<file path="config.mk">
export PLATFORM = sky130hd
export DESIGN_NAME = rpn_stack_calc
export DESIGN_NICKNAME = d
export VERILOG_FILES = /design/src/rtl/rpn_stack_calc.sv
export SDC_FILE = /design/constraint.sdc
export NUM_CORES = 1
export LEC_CHECK = 0
export BUFFER_PORTS_ARGS = -buffer_cell sky130_fd_sc_hd__buf_2
export CORE_MARGIN = 2
export CORE_UTILIZATION = 50
export DETAILED_ROUTE_END_ITERATION = 16
export HOLD_SLACK_MARGIN = 0.03
export PLACE_DENSITY = 0.71
export SYNTH_ARGS = -nofsm -noshare
export SYNTH_HDL_FRONTEND = slang
export SYNTH_SLANG_ARGS = --single-unit
</file>
<file path="constraint.sdc">
create_clock -name clk -period 7.02 [get_ports clk]
set_clock_uncertainty 0.2 [all_clocks]
set_input_delay 1.404 -clock clk [delete_from_list [all_inputs] [get_ports clk]]
set_output_delay 1.404 -clock clk [all_outputs]
set_load 0.01 [all_outputs]
</file>
<file path="src/rtl/rpn_stack_calc.sv">
// RPN calculator: a small operand stack driven by debounced push/exec/undo pulses.
// A one-hot-free FSM sequences each command; all outputs decode registered state.
module rpn_stack_calc #(
  parameter int WIDTH = 16,
  parameter int DEPTH = 4,
  localparam int DW = $clog2(DEPTH + 1)
) (
  input  logic             clk,
  input  logic             reset,
  input  logic             data_in,
  input  logic             op_in,
  input  logic             undo_in,
  input  logic [WIDTH-1:0] value_in,
  input  logic [1:0]       opcode_in,
  output logic [WIDTH-1:0] top_out,
  output logic [DW-1:0]    depth_out,
  output logic [2:0]       status_out,
  output logic             result_valid,
  output logic             error_out
);

  localparam int AW = $clog2(DEPTH);

  typedef enum logic [2:0] {
    IDLE  = 3'd0,
    PUSH  = 3'd1,
    POP   = 3'd2,
    EXEC  = 3'd3,
    SHOW  = 3'd4,
    ERROR = 3'd7
  } state_t;

  state_t           state, next_state;
  logic [WIDTH-1:0] stack [DEPTH];
  logic [DW-1:0]    depth;
  logic [WIDTH-1:0] hold;
  logic [1:0]       opcode;
  logic [WIDTH-1:0] result;
  logic [AW-1:0]    wr_idx, top_idx, nos_idx;

  assign wr_idx  = AW'(depth);
  assign top_idx = AW'(depth - 1'b1);
  assign nos_idx = AW'(depth - 2'd2);

  always_comb begin
    result = '0;
    unique case (opcode)
      2'b00: result = stack[nos_idx] + stack[top_idx];
      2'b01: result = stack[nos_idx] - stack[top_idx];
      2'b10: result = stack[nos_idx] & stack[top_idx];
      2'b11: result = stack[nos_idx] | stack[top_idx];
      default: result = '0;
    endcase
  end

  // undo outranks data, which outranks op; the if/else chain encodes that order.
  always_comb begin
    next_state = IDLE;
    unique case (state)
      IDLE: begin
        if (undo_in)
          next_state = (depth != '0) ? POP : IDLE;
        else if (data_in)
          next_state = (depth == DW'(DEPTH)) ? ERROR : PUSH;
        else if (op_in)
          next_state = (depth >= DW'(2)) ? EXEC : ERROR;
        else
          next_state = IDLE;
      end
      PUSH:  next_state = IDLE;
      POP:   next_state = IDLE;
      EXEC:  next_state = SHOW;
      SHOW:  next_state = IDLE;
      ERROR: next_state = undo_in ? IDLE : ERROR;
      default: next_state = IDLE;
    endcase
  end

  always_ff @(posedge clk) begin
    if (reset) begin
      state  <= IDLE;
      depth  <= '0;
      hold   <= '0;
      opcode <= '0;
    end else begin
      state <= next_state;
      if (state == IDLE && next_state == PUSH) hold <= value_in;
      if (state == IDLE && next_state == EXEC) opcode <= opcode_in;
      unique case (state)
        PUSH:       depth <= depth + 1'b1;
        POP, EXEC:  depth <= depth - 1'b1;
        default:    depth <= depth;
      endcase
    end
  end

  // Storage is deliberately unreset; entries at or above depth are never visible.
  always_ff @(posedge clk) begin
    if (!reset) begin
      if (state == PUSH) stack[wr_idx]  <= hold;
      if (state == EXEC) stack[nos_idx] <= result;
    end
  end

  always_comb begin
    top_out = '0;
    if (depth != '0) top_out = stack[top_idx];
  end

  assign depth_out    = depth;
  assign status_out   = state;
  assign result_valid = (state == SHOW);
  assign error_out    = (state == ERROR);

endmodule

</file>
======== Word-level counts from Yosys, hierarchy flattened ========
Memories as Yosys holds them, arrays and structs flattened.
Index checks and enable logic that the tools add are counted.
storage, ports and cells
  register bits ........................... 24
  bits in latches ......................... 0
  memory bits (writable) .................. 64
  bits in read-only memories .............. 0
  input bits .............................. 23
  output and inout port bits .............. 24
  word-level logic and storage cells ...... 52
  memories kept ........................... 1
operators by class
  add/sub/neg operators ................... 5
  $mul .................................... 0
  div/mod/pow operators ................... 0
  order comparisons ....................... 1
  equality and inequality tests ........... 11
  shifts and indexed selects .............. 0
  muxes and demuxes ....................... 20
  bitwise gates (word level) .............. 2
  reductions and logical operators ........ 8
memory list
  name   words  width  rd ports  clocked after memory_dff  wr ports  RTL line  RTL
  stack  4      16     2         0                         1         34        logic [WIDTH-1:0] stack [DEPTH];
operators with widths
  operator                                                           count
  one-hot mux 16 bit (4 select lines)                                1
  two-way mux 16 bit                                                 2
  two-way mux 3 bit                                                  6
  adder 16 bit                                                       1
  AND 16 bit                                                         1
  OR 16 bit                                                          1
  OR reduction 16 bit                                                1
  subtractor 16 bit                                                  1
  equality test 3 x 2 -> 1 bit, second input constant                3
  equality test 3 bit, second input constant                         3
  one-hot mux 3 bit (3 select lines)                                 1
  two-way mux 1 bit                                                  7
  equality test 3 x 1 -> 1 bit, second input constant                2
  one-hot mux 3 bit (2 select lines)                                 1
  equality test 2 bit, second input constant                         2
  two-way mux 2 bit                                                  2
  adder 3 x 1 -> 3 bit, second input constant                        1
  greater-or-equal comparator 3 x 2 -> 1 bit, second input constant  1
  logical NOT 3 bit                                                  1
  nonzero test 3 bit                                                 1
  subtractor 3 x 1 -> 3 bit, second input constant                   1
  equality test 2 x 1 -> 1 bit, second input constant                1
  logical AND 1 bit                                                  2
  logical NOT 2 bit                                                  1
  other kinds (3)                                                    3

======== Depth between registers and ports, before layout ========
Gate-level depths: netlist of the first run.
  depth in word-level cells ............... 8
  depth in mapped cells ................... 21
  depth with buffers taken out ............ 16

======== Worst setup path after synthesis of the first run ========
OpenSTA, ideal clock, no wires.
  kind .................................... reg2reg
  start point ............................. register depth[0] (netlist: depth_out[0])
  end point ............................... memory stack[0][13] (data pin)
  arrival time ............................ 4.793 ns
  data required time ...................... 6.548 ns
  path slack .............................. 1.755 ns
  stages on the path, launching flop included .. 22
  clock period less this slack ............ 5.265 ns
  cell sequence ........................... dfxtp_1 buf_6 buf_2 buf_1 inv_1 ha_1 clkbuf_1 buf_4 mux4_1 inv_1 ha_1 nand2b_1 o21ai_0 xor2_1 ha_1 a21o_1 a21o_1 a21o_1 o211ai_1 a21oi_1 mux2i_1 a221o_1
between the ends
  longest elaborated chain between the ends .. 5
  elaborated cells on any way between the ends .. 9
  classes of those cells .................. add/sub (4); mux (2); bitwise (2); memory (1)
RTL lines
  element                                                               RTL line  RTL
  from (decl)                                                           35        logic [DW-1:0] depth;
  from (signal assigned)                                                90        PUSH: depth <= depth + 1'b1;
  from (signal assigned)                                                91        POP, EXEC: depth <= depth - 1'b1;
  from (signal assigned)                                                92        default: depth <= depth;
  subtractor 3 x 1 -> 3 bit / subtractor 2 bit (equally long branches)  n/a
  memory (4 x 16 bit) (*)                                               n/a
  subtractor 16 bit (tied with other cells)                             49        2'b01: result = stack[nos_idx] - stack[top_idx];
  one-hot mux 16 bit (4 select lines) (*)                               47        unique case (opcode)
  two-way mux 16 bit (no line) (*)                                      n/a
  to (decl)                                                             34
Mark *: on every way between the ends. The rest lies on a longest branch, timed or not.

======== Final worst setup path of the first run ========
  start point ............................. register depth[0] (netlist: depth_out[0])
  end point ............................... memory stack[3][7] (data pin)
The elaborated chain is that of the path after synthesis.

==> results of run 1 <==
## worst min-delay path, delay by kind of cell (launching register included)
family           cells  cell delay (ns)
AND/OR/NAND/NOR      1             0.07
flip-flops           1             0.34
multiplexers         1             0.07
## layout by cell type, fill, tap and decap left out, types with 3 or more instances in the layout
cell	instances
nand2b_1	7
mux2i_1	26
mux4_2	26
nand2_1	29
clkbuf_8	9
xor2_1	9
edfxtp_1	64
nor3_1	6
nor2_2	3
buf_4	4
dfxtp_1	23
nand3_1	3
o21ai_0	33
mux4_1	6
xnor2_1	18
or3_1	4
maj3_1	12
ha_1	21
a21oi_1	29
buf_2	46
o31ai_1	4
and2_1	17
inv_1	16
nor2_1	33
o21a_1	4
nor2b_1	3
a21o_1	6
## cells by family (layout without fill, tap and decap cells)
| kind of cell | count (synthesis) | count (layout) | share of synthesized area |
|---|---|---|---|
| adders and majority gates | 34 | 34 | 0.0747 |
| AOI/OAI and AO/OA | 98 | 98 | 0.113 |
| DFF | 88 | 88 | 0.446 |
| muxes | 58 | 58 | 0.186 |
| xor gates and xnor gates | 27 | 27 | 0.0439 |
| and+or+nand+nor | 116 | 116 | 0.105 |
| buffers and inverters | 39 | 82 | 0.0313 |
## metal layers
metal / wire [um] / global-route usage / up-vias
li1: - / - / 1827
met1: 5620 / 0.323 / 1923
met2: 5740 / 0.357 / 161
met3: 819 / 0.0309 / 9
met4: 132 / 0.0595 / 0
met5: 0 / 0 / -
## sequential cells by signal (all words and copies together), names as in the netlist
register    count
stack          64
hold           16
depth_out       3
status_out      3
opcode          2
## layout make-up
class	count	area [um2]
inverters	16	60.1
multi-input cells	333	2850
well taps	136	170
clock inverters	6	82.6
flip-flops and latches	88	2400
repair buffers	50	260
clock buffers	10	128
fillers	869	4460
## worst max-delay path by stage
stage / start / to / slack (ns)
2_1_floorplan: depth_out[0] / stack[0][13] / 1.76
3_3_place_gp: depth_out[1] / stack[0][15] / 2.01
3_5_place_dp: depth_out[1] / stack[1][15] / 1.99
4_1_cts: depth_out[1] / stack[1][15] / 1.97
5_1_grt: depth_out[1] / stack[3][7] / 1.67
6_report: depth_out[0] / stack[3][7] / 1.99
## report_power, final
| part | switching (mW) | leakage, nW | total [mW] | internal (mW) |
|---|---|---|---|---|
| Clock | 0.169 | 0.108 | 0.368 | 0.199 |
| Sequential | 0.0161 | 0.773 | 0.599 | 0.583 |
| Combinational | 0.403 | 1.29 | 0.697 | 0.295 |
| Total | 0.587 | 2.17 | 1.66 | 1.08 |
## stage by stage
stage	setup slack, ns	total power, mW	instances	instance area [um2]
after global routing	1.67	1.76	639	5950
after floorplan	1.76	1.12	460	5390
after CTS	1.97	1.66	639	5950
after global placement	2.01	1.29	623	5740
final	1.99	1.66	639	5950
after detailed placement	1.99	1.30	623	5740
==> metrics.md, run 1 <==
| Metric | Value |
|---|---|
| Routed WL | 12.3 mm |
| CP max stage cell | ha_1 |
| Max-slew headroom | 0.250 |
| Total number of vias | 3920 |
| Synth top area cells | edfxtp_1, mux4_2, dfxtp_1, ha_1, mux2i_1 |
| CP peak stage delay | 0.82 ns |
| CP delay by family, top | compound AO/OA/AOI/OAI gates |
| Endpoints failing hold | 0 |
| Nets@finish | 543 |
| Initial antenna violation count | 0 |
| TritonCTS Buffers | 9 |
| Final Wtd Congestion | 0.884 |
| Post-CTS setup buffer count | 0 |
| Worst VDD drop | 0.181 mV |
| Synth cell count leaders | edfxtp_1, nor2_1, o21ai_0 |
| Max-slew violations | 0 |
| Number of port buffers | 46 |
| Count leader, synth | edfxtp_1 |
| Vias per cell | 6.13 |
| Tmin final | 5.03 ns |
| Core area | 10400 um2 |
| Crit path depth | 14 |
| Dpl hpwl | 8.93 mm |
| Die ar. | 11600 um2 |
| WHS Path Cells | 2 |
| Clock Latency Late Sink | 0.36 ns |
| # hold bufs at CTS | 0 |
| WHS | 0.308 ns |
| DRT antenna net count | 0 |
| Post-synth EDFFs | 64 |
| Gr usage total | 0.223 |
| Hold Path Class | reg -> reg |
| Drt initial violations | 425 |
| Synth Flop Type | edfxtp_1 |
| Final period utilization | 0.716 |
| Worst R2R Path Depth | 14 |
| Sink Count | 88 |
| P&R area growth vs syn | 10.4% |
| Status | finished clean |
| Setup violators final | 0 |
| Root buffer cell | clkbuf_8 |
| Maximum root-to-sink buffer count | 2 |
| Hold path endpoint | hold[10] |
| Die Span X | 108 um |
| Synth Register Bits | 88 |
| CTS H-Tree Depth | 3 |
| Final Util | 0.572 |
| Hold_sp | hold[10] |
| Seq/Total Area, Yosys | 0.446 |
| MaxCap Viol Count | 0 |
| Clock-pin transition on the worst setup and hold timing paths | 0.08 ns |
| Crit-path cells | inv_1, ha_1, mux4_1, nor3_1, nor2_1, xnor2_1, ha_1, a21o_1, a21oi_1, a21boi_0, o21ai_0, a21boi_0, o311ai_0, o21a_1 |
| Initial core utilization | 0.518 |
| Pwr/cell area | 279 nW/um2 |
| Worst setup EP type | flip-flop |
| Arrival time worst endpoint | 5.03 ns |
| Largest area contributor in the netlist | edfxtp_1 |
| Fmax | 199 MHz |
| Largest net degree at the start of global routing | 40 |
| Grt ovf | 0 |
| Top cell type's share of synthesized area | 0.356 |
| Worst Tran Pin Value | 1.12 ns |
| Wire per inst | 19.3 um |
| RSZ-0062 raised after global routing | no |
| Synth cell types | 53 |
| CTS resizes | 0 |
| WP buf/inv | 1 |
| CP Max Fanout | 17 |
| Post-synthesis async set-or-reset flop share | 0 |
| Synth Cell Area | 5390 um2 |
| Leakage power | 2.17 nW |
| Ports | 47 |
| Syn Area/Cell | 11.7 um2 |
| Rows | 37 |
| Setup TNS | 0 ns |
| Critical R2R Capture | stack[3][7] |
| Die Ht | 108 um |
| Ys Warns | 0 |
| CTS tree | done |
| Setup crit start kind | flip-flop |
| WS Path Type | reg -> reg |
| First-pass DRT Iterations | 5 |
| Syn Inst Count | 460 |
| Worst reg-to-reg setup slack | 1.99 ns |
| First-pass GRT wire length | 19.5 mm |
| Residual DRC | 0 |
| Share of post-route cells with drive strength above 1 | 0.199 |
| Vias in the first global route | 3707 |
| Net count after synthesis | 505 |
| ANT cells | 0 |
| Critical R2R Launch | depth_out[0] |
| Critical Path RT | 7.03 ns |
(Power assumes the default switching activity.)
==> run 2, diff against run 1 <==
- PLACE_DENSITY: 0.71 -> 0.73
- clock period: 7.02 -> 4.35 ns (I/O delays scaled with it)
==> metrics.md, run 2 (synthesis gave the netlist of run 1 again) <==
| Metric | Value |
|---|---|
| CP delay by family, top | compound AO/OA/AOI/OAI gates |
| P&R area growth vs syn | 15.5% |
| Worst setup EP type | flip-flop |
| Final Wtd Congestion | 0.901 (+1.9%) |
| Die Span X | 108 um (unchanged) |
| Setup violators final | 0 (unchanged) |
| Final Util | 0.598 (+0.0262) |
| First-pass GRT wire length | 20.8 mm (+6.5%) |
| Die ar. | 11600 um2 (unchanged) |
| Largest regs | stack: 64 flops, hold: 16 flops |
| Setup crit start kind | flip-flop |
| Leading cell type in the layout, fill and taps excluded | edfxtp_1 |
| WHS | 0.304 ns (-0.00416 ns) |
| WS Path Type | reg -> reg |
| Leakage power | 2.31 nW (+6.2%) |
| CP max stage cell | o41ai_4 |
| Crit-path cells | inv_4, ha_4, buf_6, mux4_2, or3_4, o41ai_4, xor2_1, ha_1, a21o_1, a21oi_2, o21bai_1, a21oi_1, o31ai_2, xnor2_1, a221o_1 |
| CP Max Fanout | 7 (-10) |
| Max-slew violations | 0 (unchanged) |
| Design Area, Final | 6230 um2 (+4.6%) |
| Vias in the first global route | 3898 (+5.2%) |
| WP buf/inv | 2 (+1) |
| Drt initial violations | 303 (-29%) |
| Dpl hpwl | 9.67 mm (+8.2%) |
| First-pass DRT Iterations | 5 (unchanged) |
| Dpl cells | 642 (+3.0%) |
| Ports | 47 (unchanged) |
| Number of port buffers | 46 (unchanged) |
| FILL cells | 854 (-1.7%) |
| Hold_sp | hold[6] |
| Hold Path Class | reg -> reg |
| Critical Path RT | 4.25 ns (-2.78 ns) |
| Max-slew headroom | 0.563 (+0.313) |
| Worst VDD drop | 0.248 mV (+37%) |
| Die Ht | 108 um (unchanged) |
| TritonCTS Buffers | 9 (unchanged) |
| Clock Latency Late Sink | 0.36 ns (about the same) |
| Initial core utilization | 0.518 (unchanged) |
| Sink Count | 88 (unchanged) |
| Final period utilization | 0.989 (+0.274) |
| Flip-flop and latch area | 2410 um2 (+0.16%) |
| Nets@finish | 570 (+5.0%) |
| Root buffer cell | clkbuf_8 |
| Residual DRC | 0 (unchanged) |
| Initial antenna violation count | 0 (unchanged) |
| MaxCap Viol Count | 0 (unchanged) |
| PnR worst setup slack | 0.0464 ns (-1.95 ns) |
| Most frequent cells in the layout | edfxtp_1, buf_2, nor2_1 |
| Wire per inst | 20.2 um (+5.1%) |
| Pwr/cell area | 445 nW/um2 (+59%) |
| DRT antenna net count | 0 (unchanged) |
| Crit path from | depth_out[0] |
| Fmax | 232 MHz (+17%) |
| Rows | 37 (unchanged) |
| Max reg flops | 64 (unchanged) |
| Routed WL | 13.5 mm (+9.5%) |
| Core area | 10400 um2 (unchanged) |
| Multi-input gate area | 2930 um2 (+2.7%) |
| CP peak stage delay | 0.48 ns (-0.34 ns) |
| Arrival time worst endpoint | 4.20 ns (-0.83 ns) |
| Register with the most flip-flops | stack |
| CTS tree | done |
| Share of post-route cells with drive strength above 1 | 0.287 (+0.0880) |
| Clock-pin transition on the worst setup and hold timing paths | 0.09 ns (about the same) |
| Setup TNS | 0 ns (unchanged) |
| # hold bufs at CTS | 0 (unchanged) |
| Critical R2R Launch | depth_out[0] |
| Grt ovf | 0 (unchanged) |
| Vias per cell | 6.03 (-1.7%) |
| Total number of vias | 4018 (+2.5%) |
| CTS H-Tree Depth | 3 (unchanged) |
| Tot Pwr | 2.77 mW (+67%) |
| Tmin final | 4.30 ns (-0.721 ns) |
| Gr usage total | 0.240 (+0.0164) |
| Status | finished clean |
| Worst Tran Pin Value | 0.649 ns (-0.475 ns) |
| RSZ-0062 raised after global routing | yes |
| Dpl cell area | 5880 um2 (+2.4%) |
| Endpoints failing hold | 0 (unchanged) |
| Count of non-filler cells in the finished layout | 666 (+4.2%) |
| Dpl ws | -0.0445 ns (-2.03 ns) |
| ANT cells | 0 (unchanged) |
| Maximum root-to-sink buffer count | 2 (unchanged) |
| Largest net degree at the start of global routing | 25 (-38%) |
[run 2: changes by cell type in the layout (fill, tap and decap cells not counted), moves of 3 or more]
cell	before	now
nor3_2	0	3
a21oi_2	0	5
o31ai_1	4	1
mux4_1	6	1
a21oi_1	29	24
inv_1	16	13
o21ai_0	33	30
buf_4	4	29
mux4_2	26	31
[run 2: timing repair]
item                       CTS  global route
buffers inserted             0             8
hold endpoints to repair     0             0
cloned                       0             0
setup endpoints to repair    4            20
resized for setup            1            24
pin swaps                    0            17
[run 2: path summary, 6_finish.rpt]
path / endpoint / slack, ns / cells past startpoint
worst max register to register: stack[1][15] / 0.05 / 15
worst min-delay path: hold[6] / 0.30 / 2
worst max-delay path: stack[1][15] / 0.05 / 15
worst min register to register: hold[6] / 0.30 / 2
[run 2: final cells by class]
class,count,share of cell area
clock buffers,10,0.0205
repair buffers,77,0.0755
inverters,16,0.0100
multi-input cells,333,0.470
clock inverters,6,0.00985
flip-flops and latches,88,0.387
well taps,136,0.0273
[run 2: worst register-to-register path, stage by stage (launching register included)]
cell      delay [ns]
dfxtp_4         0.39
inv_4           0.05
ha_4            0.33
buf_6           0.16
mux4_2          0.31
or3_4           0.45
o41ai_4         0.48
xor2_1          0.19
ha_1            0.26
a21o_1          0.19
a21oi_2         0.11
o21bai_1        0.10
a21oi_1         0.20
o31ai_2         0.11
xnor2_1         0.13
a221o_1         0.37
[run 2: per-layer routing]
metal	global-route usage	up-vias	wire length, um
li1	-	1861	-
met1	0.339	1968	5960
met2	0.379	166	6280
met3	0.0490	23	993
met4	0.0623	0	254
met5	0	-	0
[run 2: power by group]
| part | internal [mW] | switching, mW |
|---|---|---|
| registers | 0.940 | 0.0245 |
| logic | 0.562 | 0.693 |
| clock network | 0.264 | 0.290 |
==> run 3, diff against run 2 <==
- PLACE_DENSITY: 0.73 -> 0.81
==> metrics.md, run 3 (synthesis gave the netlist of run 1 again) <==
| Metric | Value |
|---|---|
| Hold Path Class | reg -> reg |
| WP buf/inv | 3 (+1) |
| # hold bufs at CTS | 0 (unchanged) |
| Final Util | 0.601 (+0.00360) |
| Die Ht | 108 um (unchanged) |
| Final period utilization | 0.973 (-0.0163) |
| Ports | 47 (unchanged) |
| Worst VDD drop | 0.288 mV (+16%) |
| Largest regs | stack: 64 flops, hold: 16 flops |
| Sink Count | 88 (unchanged) |
| Initial core utilization | 0.518 (unchanged) |
| Drt initial violations | 352 (+16%) |
| Max-slew violations | 0 (unchanged) |
| Maximum root-to-sink buffer count | 2 (unchanged) |
| Final Wtd Congestion | 0.933 (+3.5%) |
| Residual DRC | 0 (unchanged) |
| Wire per inst | 20.3 um (+0.51%) |
| Max-slew headroom | 0.509 (-0.0538) |
| RSZ-0062 raised after global routing | yes |
| Worst setup EP type | flip-flop |
| Die Span X | 108 um (unchanged) |
| Setup violators final | 0 (unchanged) |
| Crit-path most repeated cell | buf_4 |
| First-pass GRT wire length | 20.8 mm (+0.16%) |
| Clock Latency Late Sink | 0.37 ns (about the same) |
| Max reg flops | 64 (unchanged) |
| Tmin final | 4.23 ns (-0.0709 ns) |
| Dpl hpwl | 9.77 mm (+1.1%) |
| CTS H-Tree Depth | 3 (unchanged) |
| Share of post-route cells with drive strength above 1 | 0.277 (-0.00943) |
| Status | finished clean |
| Multi-input gate area | 2890 um2 (-1.2%) |
| Fmax | 236 MHz (+1.7%) |
| Crit-path cells | inv_4, ha_4, buf_4, buf_4, mux4_1, or3_4, nand2b_4, o21ai_2, xor2_1, ha_2, a211oi_1, o211a_1, o31a_1, nor4bb_1, a31oi_1, a31oi_2 |
| Critical Path RT | 4.23 ns (-0.02 ns) |
| Grt ovf | 0 (unchanged) |
| First-pass DRT Iterations | 5 (unchanged) |
| Endpoints failing hold | 0 (unchanged) |
| Most frequent cells in the layout | edfxtp_1, buf_2, nor2_1 |
| P&R area growth vs syn | 16.2% |
| Gr usage total | 0.240 (+0.000578) |
| Arrival time worst endpoint | 4.11 ns (-0.09 ns) |
| FILL cells | 813 (-4.8%) |
| Setup crit start kind | flip-flop |
| Rows | 37 (unchanged) |
| Core area | 10400 um2 (unchanged) |
| Root buffer cell | clkbuf_8 |
| WHS | 0.301 ns (-0.00304 ns) |
| Pwr/cell area | 462 nW/um2 (+3.8%) |
| TritonCTS Buffers | 9 (unchanged) |
| Leakage power | 2.34 nW (+1.6%) |
| CP peak stage delay | 0.40 ns (-0.08 ns) |
| Total number of vias | 4059 (+1.0%) |
| Initial antenna violation count | 0 (unchanged) |
| Clock-pin transition on the worst setup and hold timing paths | 0.08 ns (about the same) |
| WS Path Type | reg -> reg |
| Vias per cell | 6.09 (+1.0%) |
| MaxCap Viol Count | 0 (unchanged) |
| Vias in the first global route | 3962 (+1.6%) |
| Nets@finish | 571 (+0.18%) |
| ANT cells | 0 (unchanged) |
| Worst Tran Pin Value | 0.734 ns (+0.0848 ns) |
| CP delay by family, top | compound AO/OA/AOI/OAI gates |
| Flip-flop and latch area | 2410 um2 (unchanged) |
| Routed WL | 13.6 mm (+0.51%) |
| CP max stage cell | or3_4 |
| CP Max Fanout | 6 (-1) |
| Number of port buffers | 46 (unchanged) |
| Leading cell type in the layout, fill and taps excluded | edfxtp_1 |
| Largest net degree at the start of global routing | 25 (unchanged) |
| Die ar. | 11600 um2 (unchanged) |
| Register with the most flip-flops | stack |
| CTS tree | done |
| DRT antenna net count | 0 (unchanged) |
==> run 3: cell types whose count changed in the layout (fill, tap and decap cells not counted), moves of 2 or more <==
cell and change:
buf_12 +2, o31ai_1 +2, clkinv_2 -2, a21oi_1 +3, bufinv_16 +2, o31ai_4 -2, a21oi_2 -3
==> run 3: timing repair <==
| item | CTS | global route |
|---|---|---|
| endpoints found under the setup margin | 0 | 32 |
| resized for setup | 0 | 17 |
| setup buffers | 0 | 12 |
==> run 3: report_power, final <==
group          switching (mW)  internal [mW]
Sequential             0.0261          0.940
Clock                   0.291          0.377
Combinational           0.698          0.563
Total                    1.01           1.88
==> run 3: routing by layer <==
metal / vias to the layer above / share of wire / GRT usage / wire length, um
met2: 186 / 0.48 / 0.385 / 6510
met5: - / 0 / 0 / 0
met3: 19 / 0.076 / 0.0442 / 1030
met1: 1990 / 0.43 / 0.333 / 5830
li1: 1864 / - / - / -
met4: 0 / 0.013 / 0.0751 / 171
==> run 3: tightest hold or removal path: stages, from the launching register on <==
cell and delay, ns:
dfxtp_1 0.33, mux2i_1 0.06, nor2_1 0.07
==> run 3: through the flow <==
stage / setup WS [ns] / total power [mW] / TNS (ns) / cell area [um2] / cells
floorplan: -0.123 / 1.83 / -0.771 / 5450 / 460
detailed placement: 0.150 / 2.13 / 0 / 5870 / 639
finish: 0.117 / 2.89 / 0 / 6260 / 666
global placement: 0.216 / 2.09 / 0 / 5870 / 639
CTS: 0.121 / 2.79 / 0 / 6100 / 654
global route: -0.0851 / 3.04 / -0.548 / 6260 / 666
==> run 3: path summary, 6_finish.rpt <==
| kind | depth (start not counted) | slack (ns) | startpoint | endpoint |
|---|---|---|---|---|
| worst max-delay path | 16 | 0.12 | depth_out[0] | stack[1][12] |
| worst min-delay path | 2 | 0.30 | hold[0] | hold[0] |
| worst max register to register | 16 | 0.12 | depth_out[0] | stack[1][12] |
| worst min register to register | 2 | 0.30 | hold[0] | hold[0] |
==> run 3: final cells by class <==
| class | count | area share |
|---|---|---|
| flip-flops and latches | 88 | 0.384 |
| repair buffers | 78 | 0.0797 |
| well taps | 136 | 0.0272 |
| clock buffers | 9 | 0.0198 |
| inverters | 16 | 0.00999 |
| multi-input cells | 333 | 0.462 |
| clock inverters | 6 | 0.0172 |
